`config.mk`:
```
export PLATFORM = sky130hd
export DESIGN_NAME = instr_sequencer
export DESIGN_NICKNAME = d
export VERILOG_FILES = /design/src/rtl/instr_sequencer.sv
export SDC_FILE = /design/constraint.sdc
export NUM_CORES = 1
export LEC_CHECK = 0
export ABC_AREA = 1
export BUFFER_PORTS_ARGS = -buffer_cell sky130_fd_sc_hd__buf_4
export CAP_MARGIN = 10
export CORE_MARGIN = 2
export CORE_UTILIZATION = 35
export DETAILED_ROUTE_END_ITERATION = 10
export PLACE_DENSITY = 0.55
export SYNTH_ARGS = -nofsm -noshare
export SYNTH_HDL_FRONTEND = slang
export SYNTH_SLANG_ARGS = --single-unit
```
`constraint.sdc`:
```
create_clock -name clk -period 1.95 [get_ports clk]
set_input_delay 0.0975 -clock clk [delete_from_list [all_inputs] [get_ports clk]]
set_output_delay 0.0975 -clock clk [all_outputs]
set_load 0.05 [all_outputs]
```
`src/rtl/instr_sequencer.sv`:
```
// Purpose: multi-cycle fetch/decode/execute sequencer that drives the IFU next-PC controls and the datapath enables.
// Latency: from the imem_valid cycle to UPDATE inclusive: J/JAL 3 cycles, ALU and branch 4 cycles, LW/SW 4+k cycles (k MEM cycles).
// Backpressure: FETCH holds imem_req until imem_valid, and MEM holds dmem_req until dmem_valid. An illegal opcode parks the block in ERROR until reset.
module instr_sequencer #(
    parameter int CNT_W = 32
) (
    input  logic             clk,
    input  logic             reset_n,
    input  logic [31:0]      imem_rdata,
    input  logic             imem_valid,
    output logic             imem_req,
    input  logic             dmem_valid,
    output logic             dmem_req,
    output logic             dmem_we,
    input  logic             alu_zero,
    output logic [2:0]       alu_op,
    output logic             reg_we,
    output logic             pc_en,
    output logic             branch,
    output logic             jump,
    output logic [15:0]      imm16,
    output logic [25:0]      targetInstr,
    output logic             illegal,
    output logic [CNT_W-1:0] retired
);
    typedef enum logic [2:0] {
        S_IDLE, S_FETCH, S_DECODE, S_EXEC, S_MEM, S_UPDATE, S_ERROR
    } state_t;

    state_t           state_q, state_d;
    logic [31:0]      ir_q, ir_d;
    logic             zero_q, zero_d;
    logic [CNT_W-1:0] retired_q, retired_d;

    logic [5:0] opcode;
    logic [5:0] funct;
    logic       is_add, is_sub, is_slt, is_j, is_jal, is_beq, is_bne;
    logic       is_addi, is_xori, is_lw, is_sw, is_ill;
    logic [2:0] op_dec;

    assign opcode      = ir_q[31:26];
    assign funct       = ir_q[5:0];
    assign imm16       = ir_q[15:0];
    assign targetInstr = ir_q[25:0];
    assign retired     = retired_q;
    assign illegal     = (state_q == S_ERROR);

    // Decode the opcode and funct of the held instruction into one-hot class flags.
    always_comb begin
        is_add = 1'b0; is_sub = 1'b0; is_slt = 1'b0; is_j = 1'b0; is_jal = 1'b0;
        is_beq = 1'b0; is_bne = 1'b0; is_addi = 1'b0; is_xori = 1'b0;
        is_lw = 1'b0; is_sw = 1'b0; is_ill = 1'b0;
        case (opcode)
            6'h00: begin
                case (funct)
                    6'h20:   is_add = 1'b1;
                    6'h22:   is_sub = 1'b1;
                    6'h2A:   is_slt = 1'b1;
                    default: is_ill = 1'b1;
                endcase
            end
            6'h02:   is_j    = 1'b1;
            6'h03:   is_jal  = 1'b1;
            6'h04:   is_beq  = 1'b1;
            6'h05:   is_bne  = 1'b1;
            6'h08:   is_addi = 1'b1;
            6'h0E:   is_xori = 1'b1;
            6'h23:   is_lw   = 1'b1;
            6'h2B:   is_sw   = 1'b1;
            default: is_ill  = 1'b1;
        endcase
    end

    // Select the ALU operation. Add is the fallback, so jumps also decode to 000.
    always_comb begin
        op_dec = 3'b000;
        if (is_sub || is_beq || is_bne) op_dec = 3'b001;
        else if (is_slt)                op_dec = 3'b010;
        else if (is_xori)               op_dec = 3'b011;
    end

    // Compute the next state and the outputs, which decode from state so that reset clears them at once.
    always_comb begin
        state_d   = state_q;
        ir_d      = ir_q;
        zero_d    = zero_q;
        retired_d = retired_q;
        imem_req  = 1'b0;
        dmem_req  = 1'b0;
        dmem_we   = 1'b0;
        reg_we    = 1'b0;
        pc_en     = 1'b0;
        branch    = 1'b0;
        jump      = 1'b0;
        alu_op    = 3'b000;
        case (state_q)
            S_IDLE: state_d = S_FETCH;
            S_FETCH: begin
                imem_req = 1'b1;
                if (imem_valid) begin
                    ir_d    = imem_rdata;
                    state_d = S_DECODE;
                end
            end
            S_DECODE: begin
                if (is_ill)              state_d = S_ERROR;
                else if (is_j || is_jal) state_d = S_UPDATE;
                else                     state_d = S_EXEC;
            end
            S_EXEC: begin
                alu_op  = op_dec;
                zero_d  = alu_zero;
                state_d = (is_lw || is_sw) ? S_MEM : S_UPDATE;
            end
            S_MEM: begin
                alu_op   = op_dec;
                dmem_req = 1'b1;
                dmem_we  = is_sw;
                if (dmem_valid) state_d = S_UPDATE;
            end
            S_UPDATE: begin
                alu_op    = op_dec;
                pc_en     = 1'b1;
                reg_we    = is_add || is_sub || is_slt || is_addi || is_xori || is_lw || is_jal;
                branch    = (is_beq && zero_q) || (is_bne && !zero_q);
                jump      = is_j || is_jal;
                retired_d = retired_q + CNT_W'(1);
                state_d   = S_FETCH;
            end
            S_ERROR: state_d = S_ERROR;
            default: state_d = S_IDLE;
        endcase
    end

    // State register: the async reset aborts any in-flight instruction.
    always_ff @(posedge clk or negedge reset_n) begin
        if (!reset_n) begin
            state_q   <= S_IDLE;
            ir_q      <= 32'h0;
            zero_q    <= 1'b0;
            retired_q <= '0;
        end else begin
            state_q   <= state_d;
            ir_q      <= ir_d;
            zero_q    <= zero_d;
            retired_q <= retired_d;
        end
    end
endmodule

```
==> impl_results.md, run 1 <==
- Outcome: complete, no violations
- CP cell instances: nor2_2 > nand2_1 > nor2_1 > nand4_1 > a31o_2 > inv_1 > buf_4
- Min-delay worst type: in2reg
- Setup CP Type: reg2out
- H-tree depth: 3
- Number of synthesized flops with an enable pin: 0
- Vias post-DR: between 3k and 4k
- Reg clk slew, reported paths: 0.06 ns
- Buf/Inv on CP: 2
- Total CTS buffers: 9
- Clock Power Share: 21.6%
- Netlist cell types: 34
- Switching Share: between 40% and 50%
- Share of cells above drive strength 1: 30.6%
- Critical Path End Type: output pin
- Peak supply drop: 1090 µV
- Total global routing overflow: 0
- Internal Power: roughly 4.4 mW
- Crit path required time: 1.85 ns
- Diodes inserted: 0
- Fin. max-slew vios: 0
- Placer congestion estimate: 0.847
- Sequential power share: between 20% and 30%
- DR DRC count: 0
- Avg WL per Cell: ~14 µm
- Layout area overhead: 33.4%
- Worst Reg-to-Reg Cells: 10
- Async set or reset register ratio after synthesis: 100%
- Worst skew pair latency: ~0.33 ns
- Main synth FF type: dfrtp_1
- Clock Path Buffers: 2
- Number of routed nets with antenna violations: 0
- Core area: 11,400 µm²
- Fin crit share: 93.0%
- Slowest CP cell: dfrtp_1
- Seq/Total Area, Yosys: 41.7%
- Chip height: about 110 µm
- Die Width: 112 µm
- Initial core utilization: 35.9%
- Initial antenna violation count: 0
- # IOs: 122
- Reg-to-reg slack, setup: 0.25 ns
- Sw Pwr: 3.79 mW
- Clock Skew: approximately 0.0064 ns
- Kind of start point of the critical path: flip-flop
- Placed insts: about 720
- DR vias/cell: 4.58
- Vias in the first global route: 3,390
- Pin count of the biggest net entering global routing: 41
- Syn nets: 538
- GRT Total Usage: roughly 17%
- Nets@finish: 648
- Comb pwr share: between 50% and 60%
- Unrepaired setup endpoints after global routing: false
- Final Util: a little under half
- Hold Path Depth: 3
- Max cap viols: 0
- Synth Cell Area: 4080 µm²
- Final std cells w/o fill: approximately 760
- DPL Wire Length: about 7700 µm
- R2R Path End: retired[14]$_DFFE_PN0P_
- Cell Pwr Density: ~1500 nW/µm²
- Minimum clock period: 1.81 ns
- Setup TNS Final: 0 ns
- Final wirelength: 10,300 µm
- CTS tree: done
- CP arrival: between 1.5 and 2 ns
- First-pass GRT wire length: 17,000 µm
- 1st-pass router iterations: 4
- Worst Path Max Fanout: 6
- Num rows: 39
- Total power: 8.23 mW
- TritonCTS sink count: between 60 and 70
- IO buf count: 120
- Die area: 12,500 µm²
- Hold_ws: 0.0128 ns
- Hold Startpoint: imem_rdata[4]
- Initial DRC Count: 158
- Fmax: 0.551 GHz
- Cell count after synthesis: 500
- Worst hold endpoint: ir_q[4]$_DFFE_PN0P_
- Reg2reg start: state_q[1]$_DFFE_PN0P_
- FF+latch count, synth: about 70
- Final Hold Fails: 0
- Leakage Power: 2.77 nW
- Crit-path max cell delay: around 0.44 ns
- Yosys warnings: 0
- Setup-failing EPs final: 0
- Mean post-synth cell area: 8.16 µm²
- Clock root buffer: clkbuf_16
- CP delay by family, top: simple AND/OR/NAND/NOR gates
area by class of cell:
type	count	area [µm²]
Clock inverter	4	72.6
Tap cell	143	179
Timing Repair Buffer	150	1210
Inverter	45	169
Sequential cell	68	1700
Fill cell	1097	5930
Clock buffer	11	253
Multi-Input combinational cell	336	1860
flip-flops by register name, summed over array words and instances (netlist names):
register,count
ir_q,32
retired,32
state_q,3
zero_q,1
layout by cell type (no fill, tap or decap):
cell and count:
buf_4 125, and3_1 1, xnor2_1 7, nand2_1 150
xor2_1 10, a31o_2 1, mux2_4 24, nor2_4 4
nand2_2 4, nor3_1 9, nand3_2 1, conb_1 1
o211ai_1 1, nand4_1 8, nor2_2 3, dlygate4sd3_1 23
a21oi_2 1, clkinv_2 1, inv_2 3, a22oi_1 1
inv_1 42, clkbuf_16 9, ha_1 1, xnor2_2 1
nand2_4 1, a21oi_1 11, nor2_8 1, nor2_1 65
nand3b_1 9, nor4_2 2, o21ai_0 5, clkinvlp_4 1
nand3_1 12, bufinv_16 2, or2_1 1, o21ai_1 1
clkbuf_8 2, dfrtp_1 68, buf_12 2
worst reg2reg max path, delay by kind of cell, from the launching register on:
family / cells / cell delay (ns)
xor gates and xnor gates: 1 / 0.13
buffers and inverters: 2 / 0.28
DFF: 1 / 0.43
and+or+nand+nor: 7 / 0.74
cells by family after synthesis:
family | synth area share (%)
AND/OR/NAND/NOR | 28.8
buffers and inverters | 13.4
flip-flops | 41.7
multiplexers | 8.84
AO/OA/AOI/OAI | 2.79
XOR/XNOR | 4.05
adder cells (fa/ha/maj) | 0.307
other | 0.0920
per-stage QoR:
stage | cell area [µm²] | worst slack (ns)
2_1_floorplan | 4090 | -0.0643
3_3_place_gp | 4860 | 0.327
3_5_place_dp | 4860 | 0.250
4_1_cts | 5430 | 0.00141
5_1_grt | 5440 | 0.0249
6_report | 5440 | 0.136
power by group through the flow:
| stage | clock network, mW | logic, mW | registers [mW] |
|---|---|---|---|
| floorplan | 0 | 3.58 | 2.27 |
| global placement | 0 | 4.13 | 2.23 |
| detailed placement | 0 | 4.18 | 2.25 |
| CTS | 1.83 | 4.23 | 2.24 |
| global route | 1.88 | 4.42 | 2.32 |
| finish | 1.78 | 4.20 | 2.25 |
layer usage:
| layer | vias up | share of wire, % | routed length (µm) | GRT usage [%] |
|---|---|---|---|---|
| li1 | 1737 | - | - | - |
| met3 | 6 | 5.0 | 515 | 3.43 |
| met2 | 81 | 48 | 4910 | 27.1 |
| met5 | - | 0 | 0 | 0 |
| met1 | 1645 | 46 | 4750 | 23.2 |
| met4 | 0 | 1.0 | 105 | 5.12 |
synthesized netlist by cell type, types with 2 or more instances:
cell / n / area, µm²
xor2_1: 10 / 87.6
o21ai_0: 5 / 25.0
nor2_4: 3 / 33.8
nand2_1: 150 / 563
clkbuf_1: 4 / 15.0
a21oi_1: 12 / 60.1
mux2_4: 24 / 360
dfrtp_1: 68 / 1700
nand4_1: 8 / 50.1
xnor2_1: 7 / 61.3
inv_1: 42 / 158
nor2_2: 2 / 12.5
nand3b_1: 9 / 67.6
nor2_1: 67 / 251
nand3_1: 12 / 60.1
buf_6: 3 / 33.8
buf_4: 43 / 323
inv_2: 3 / 11.3
nor3_1: 9 / 45.0
nand2_2: 4 / 25.0
nor4_1: 2 / 12.5
how the worst max path moves through the flow:
stage | to | depth (start not counted) | startpoint | slack, ns
floorplan | branch | 6 | state_q[1]$_DFFE_PN0P_ | -0.06
global placement | retired[14]$_DFFE_PN0P_ | 9 | state_q[1]$_DFFE_PN0P_ | 0.33
detailed placement | retired[14]$_DFFE_PN0P_ | 9 | state_q[1]$_DFFE_PN0P_ | 0.25
CTS | reg_we | 6 | ir_q[30]$_DFFE_PN0P_ | 0.001
global route | alu_op[0] | 7 | ir_q[26]$_DFFE_PN0P_ | 0.02
finish | alu_op[0] | 7 | ir_q[26]$_DFFE_PN0P_ | 0.14
repair_timing:
| action | 4_1_cts | 5_1_grt |
|---|---|---|
| hold buffers | 23 | 0 |
| pin swaps | 1 | 0 |
| setup endpoints to repair | 1 | 3 |
| gates resized for setup | 0 | 4 |
| endpoints found under the hold margin | 53 | 0 |
| setup buffers | 1 | 0 |
Power figures use the tool's default switching activity.
==> run 2, diff against run 1 <==
Settings changed: CORE_ASPECT_RATIO from default to 2, REMOVE_ABC_BUFFERS from default to 1.
==> impl_results.md, run 2 (synthesized netlist as in run 1, its figures left out) <==
- Outcome: complete, no violations
- DR vias/cell: 4.75
- Clock Skew: 0.00896 ns
- Pin count of the biggest net entering global routing: 41
- Crit path required time: 2.16 ns
- Clock root buffer: clkbuf_16
- Num rows: 55
- Diodes inserted: 0
- Worst Reg-to-Reg Cells: 8
- GRT Total Usage: 18.5%
- Final std cells w/o fill: between 700 and 800
- CTS tree: done
- Worst Path Max Fanout: 8
- Critical Path End Type: flip-flop
- TritonCTS sink count: between 60 and 70
- Fmax: 0.549 GHz
- Reg2reg start: retired[0]$_DFFE_PN0P_
- Leakage Power: 2.81 nW
- Min-delay worst type: in2reg
- Worst setup startpoint: retired[0]$_DFFE_PN0P_
- Initial DRC Count: 162
- Nets@finish: 657
- Number of routed nets with antenna violations: 0
- Core area: 11,400 µm²
- R2R Path End: retired[28]$_DFFE_PN0P_
- DP Area: 4860 µm²
- Internal Power: about 4.5 mW
- H-tree depth: 3
- DR DRC count: 0
- Die Width: 80.3 µm
- Total global routing overflow: 0
- Initial core utilization: a little over a third
- Minimum clock period: 1.82 ns
- Max cap viols: 0
- CP cell instances: ha_1 > nand2_1 > nor2_1 > nand2_1 > nand2_1 > nand2_1 > nand2_1 > o21ai_0
- Chip height: 157 µm
- Filler cell count: approximately 1.1k
- Sw Pwr: 3.87 mW
- 1st-pass router iterations: 4
- Worst skew pair latency: about 0.33 ns
- Layout area overhead: 35.7%
- Unrepaired setup endpoints after global routing: false
- Initial antenna violation count: 0
- Commonest cells after routing, fill and taps aside: nand2_1 (150), buf_4 (127), dfrtp_1 (68)
- Comb pwr share: about half
- Fin. max-slew vios: 0
- Die area: roughly 13,000 µm²
- Avg WL per Cell: around 14 µm
- Placer congestion estimate: 0.924
- # IOs: 122
- Vias in the first global route: 3,815
- Cell Pwr Density: 1520 nW/µm²
- Final wirelength: ~11,000 µm
- Sequential power share: 26.7%
- IO buf count: 120
- Clock Path Buffers: 2
- Most common cell after layout, fill and taps aside: nand2_1
- Placed insts: 718
- Fin crit share: 93.5%
- Setup-failing EPs final: 0
- Peak supply drop: roughly 1000 µV
- Most frequent CP cell: nand2_1
- Clock Power Share: between 20% and 30%
- Share of cells above drive strength 1: 30.3%
- CP arrival: 2.03 ns
- Slowest CP cell: dfrtp_1
- Final Hold Fails: 0
- First-pass GRT wire length: 17,800 µm
- Vias post-DR: 3,638
- Switching Share: between 40% and 50%
- Total power: 8.40 mW
- Final Instance Area: around 5500 µm²
- Setup CP Type: reg2reg
- Total CTS buffers: 9
- CP endpoint: retired[28]$_DFFE_PN0P_
- Kind of start point of the critical path: flip-flop
- Reg-to-reg slack, setup: 0.13 ns
- Reg clk slew, reported paths: 0.06 ns
- DPL Wire Length: ~8600 µm
- Crit-path max cell delay: 0.51 ns
run 2: cell types whose count changed in the layout (fill, tap and decap cells not counted), sizes merged:
| cell | delta |
|---|---|
| clkinv | -1 |
| inv | +2 |
| clkinvlp | +1 |
| clkbuf | -2 |
| buf | +2 |
| dlygate4sd3 | +7 |
| bufinv | +1 |
run 2: worst min-delay path by stage:
stage / start / end / slack (ns) / depth (start not counted)
after floorplan: reset_n / ir_q[0]$_DFFE_PN0P_ / -0.20 / 0
after global placement: reset_n / ir_q[20]$_DFFE_PN0P_ / 0.06 / 1
after detailed placement: reset_n / ir_q[20]$_DFFE_PN0P_ / 0.06 / 1
after CTS: imem_rdata[31] / ir_q[31]$_DFFE_PN0P_ / 0.004 / 3
after global routing: imem_rdata[31] / ir_q[31]$_DFFE_PN0P_ / 0.01 / 3
final: imem_rdata[31] / ir_q[31]$_DFFE_PN0P_ / 0.02 / 3
run 2: power by group through the flow:
stage,Sequential (mW),Clock [mW],Combinational (mW)
2_1_floorplan,3.84,0,1.29
3_3_place_gp,2.25,0,4.15
3_5_place_dp,2.25,0,4.19
4_1_cts,2.25,1.96,4.23
5_1_grt,2.31,2.02,4.46
6_report,2.24,1.92,4.24
run 2: worst max-delay path, delay by kind of cell (launching register included):
kind,cells,cell delay (ns)
simple gates,6,0.65
flops,1,0.51
fa+ha+maj,1,0.43
compound gates,1,0.08
run 2: repair_timing:
item                       4_1_cts  5_1_grt
setup endpoints to repair        0        4
setup buffers                    0        2
gates resized for setup          0        3
hold buffers                    30        0
hold endpoints to repair        58        0
run 2: final cells by class:
type / count / area [µm²] / share of cell area (%)
multi-input cells: 336 / 1840 / 33.3
flip-flops and latches: 68 / 1700 / 30.8
repair buffers: 159 / 1290 / 23.4
clock buffers: 9 / 225 / 4.07
well taps: 142 / 178 / 3.21
inverters: 45 / 169 / 3.05
clock inverters: 7 / 123 / 2.22
run 2: through the flow:
step	utilization (%)	hold WS, ns	setup WS (ns)	setup TNS (ns)
5_1_grt	48.7	0.0111	0.00633	0
2_1_floorplan	-	-0.198	-1.23	-4.84
6_report	48.7	0.0166	0.127	0
3_3_place_gp	42.8	0.0615	0.193	0
3_5_place_dp	42.8	0.0639	0.180	0
4_1_cts	48.5	0.00405	0.0131	0
run 2: metal layers:
layer | routed length, µm | vias up | GRT usage (%)
met5 | 0 | - | 0
met4 | 463 | 0 | 10.7
met3 | 562 | 28 | 3.40
met2 | 6090 | 135 | 34.6
met1 | 3920 | 1717 | 18.4
li1 | - | 1758 | -
==> run 3, diff against run 2 <==
Settings changed: SETUP_SLACK_MARGIN from default to 0.4.
==> impl_results.md, run 3 (synthesized netlist as in run 1, its figures left out) <==
- Final std cells w/o fill: ~810
- Final Hold Fails: 0
- Minimum clock period: ~1.8 ns
- Fmax: 0.571 GHz
- Vias in the first global route: 3,905
- Initial antenna violation count: 0
- Worst setup startpoint: ir_q[29]$_DFFE_PN0P_
- Unrepaired setup endpoints after global routing: true
- Filler cell count: 1,042
- Pin count of the biggest net entering global routing: 41
- Worst Reg-to-Reg Cells: 10
- Hold Startpoint: imem_rdata[4]
- DPL Wire Length: 8560 µm
- Kind of start point of the critical path: flip-flop
- CP cell instances: nor2_2 > inv_2 > nor3_1 > nor2_1 > a21oi_1 > buf_4
- Total global routing overflow: 0
- Clock root buffer: clkbuf_16
- DR vias/cell: 4.81
- Worst Path Max Fanout: 4
- IO buf count: 120
- Die Width: 80.3 µm
- Nets@finish: 699
- Met2 Track Usage GR: a little over a third
- Setup CP Type: reg2out
- Critical Path End Type: output pin
- Vias post-DR: about 3.9k
- Min-delay worst type: in2reg
- Reg-to-reg slack, setup: ~0.34 ns
- First-pass GRT wire length: 18,500 µm
- Slowest CP cell: dfrtp_1
- # IOs: 122
- DR DRC count: 0
- Worst hold endpoint: ir_q[4]$_DFFE_PN0P_
- Commonest cells after routing, fill and taps aside: buf_4 (147), nand2_1 (139), dfrtp_1 (51)
- Total CTS buffers: 9
- Diodes inserted: 0
- Number of routed nets with antenna violations: 0
- Register area: 1720 µm²
- 1st-pass router iterations: 4
- Reg2reg start: state_q[1]$_DFFE_PN0P_
- Layout area overhead: 54.2%
- Outcome: complete, no violations
- Die area: about 13,000 µm²
- Peak supply drop: 1150 µV
- Worst skew pair latency: 0.34 ns
- CTS tree: done
- H-tree depth: 3
- Reg clk slew, reported paths: about 0.060 ns
- Cell Pwr Density: 1480 nW/µm²
- Final wirelength: 12,700 µm
- Clock Skew: 0.00764 ns
- Chip height: between 150 and 200 µm
- Clock Path Buffers: 2
- Grt met1 use: 18.7%
- Share of cells above drive strength 1: between 40% and 50%
- Initial core utilization: 35.9%
- Leakage Power: between 3 and 4 nW
- Hold Path Depth: 3
- Fin crit share: ~90%
- Initial DRC Count: 149
- TritonCTS sink count: 68
- Setup-failing EPs final: 0
- Placer congestion estimate: 0.924
- CP delay by family, top: simple AND/OR/NAND/NOR gates
- Crit-path max cell delay: around 0.43 ns
- Num rows: 55
- Fin. max-slew vios: 0
- Setup TNS Final: 0 ns
- Placed insts: 718
- Crit path required time: 1.85 ns
- Most Crowded Layer GR: met2
- GRT Total Usage: between 15 and 20%
- Buf/Inv on CP: 2
- GR Layer Usage met3: under 10%
- Core area: ~11,000 µm²
- Avg WL per Cell: 15.7 µm
- Max cap viols: 0
- Most common cell after layout, fill and taps aside: buf_4
- R2R Path End: retired[11]$_DFFE_PN0P_
- Area of the multi-input gates: 2090 µm²
- CP arrival: 1.66 ns
-- run 3: power breakdown --
group | switching (mW) | internal, mW
Combinational | 3.11 | 1.96
Sequential | 0.442 | 1.84
Clock | 0.673 | 1.26
-- run 3: final cells by class --
| type | count | area share (%) |
|---|---|---|
| multi-input combinational | 336 | 33.2 |
| timing repair buffer | 201 | 28.3 |
| sequential | 68 | 27.4 |
| clock buffer | 9 | 3.58 |
| tap | 142 | 2.83 |
| inverter | 45 | 2.69 |
| clock inverter | 7 | 1.95 |
-- run 3: through the flow --
stage / cell area, µm² / power, mW / hold slack (ns) / setup WS, ns / utilization (%)
floorplan: 3700 / 5.13 / -0.198 / -1.23 / -
global placement: 4860 / 6.40 / 0.0615 / 0.193 / 42.8
detailed placement: 4860 / 6.44 / 0.0639 / 0.180 / 42.8
CTS: 5740 / 8.74 / 0.00404 / 0.207 / 50.5
global route: 6290 / 9.67 / 0.0101 / 0.113 / 55.4
finish: 6290 / 9.28 / 0.0144 / 0.197 / 55.4
-- run 3: worst min-delay path, stage by stage --
cell and delay [ns]:
buf_4 0.08, nor2_1 0.03, a21oi_1 0.10
-- run 3: how the worst max path moves through the flow --
stage / endpoint / slack [ns] / cells past startpoint
global placement: retired[28]$_DFFE_PN0P_ / 0.19 / 8
finish: reg_we / 0.20 / 6
CTS: alu_op[0] / 0.21 / 7
detailed placement: retired[28]$_DFFE_PN0P_ / 0.18 / 8
global route: reg_we / 0.11 / 6
floorplan: branch / -1.23 / 5
-- run 3: timing repair --
action	in CTS	in global routing
hold endpoints to repair	58	0
hold buffers	30	0
pin swaps	13	19
setup endpoints to repair	21	55
cloned	0	7
setup buffers	14	23
resized for setup	36	80
-- run 3: layer usage --
| metal | wire length [µm] | share of wire, % |
|---|---|---|
| met5 | 0 | 0 |
| met4 | 471 | 3.7 |
| met3 | 646 | 5.1 |
| met2 | 7290 | 58 |
| met1 | 4250 | 34 |
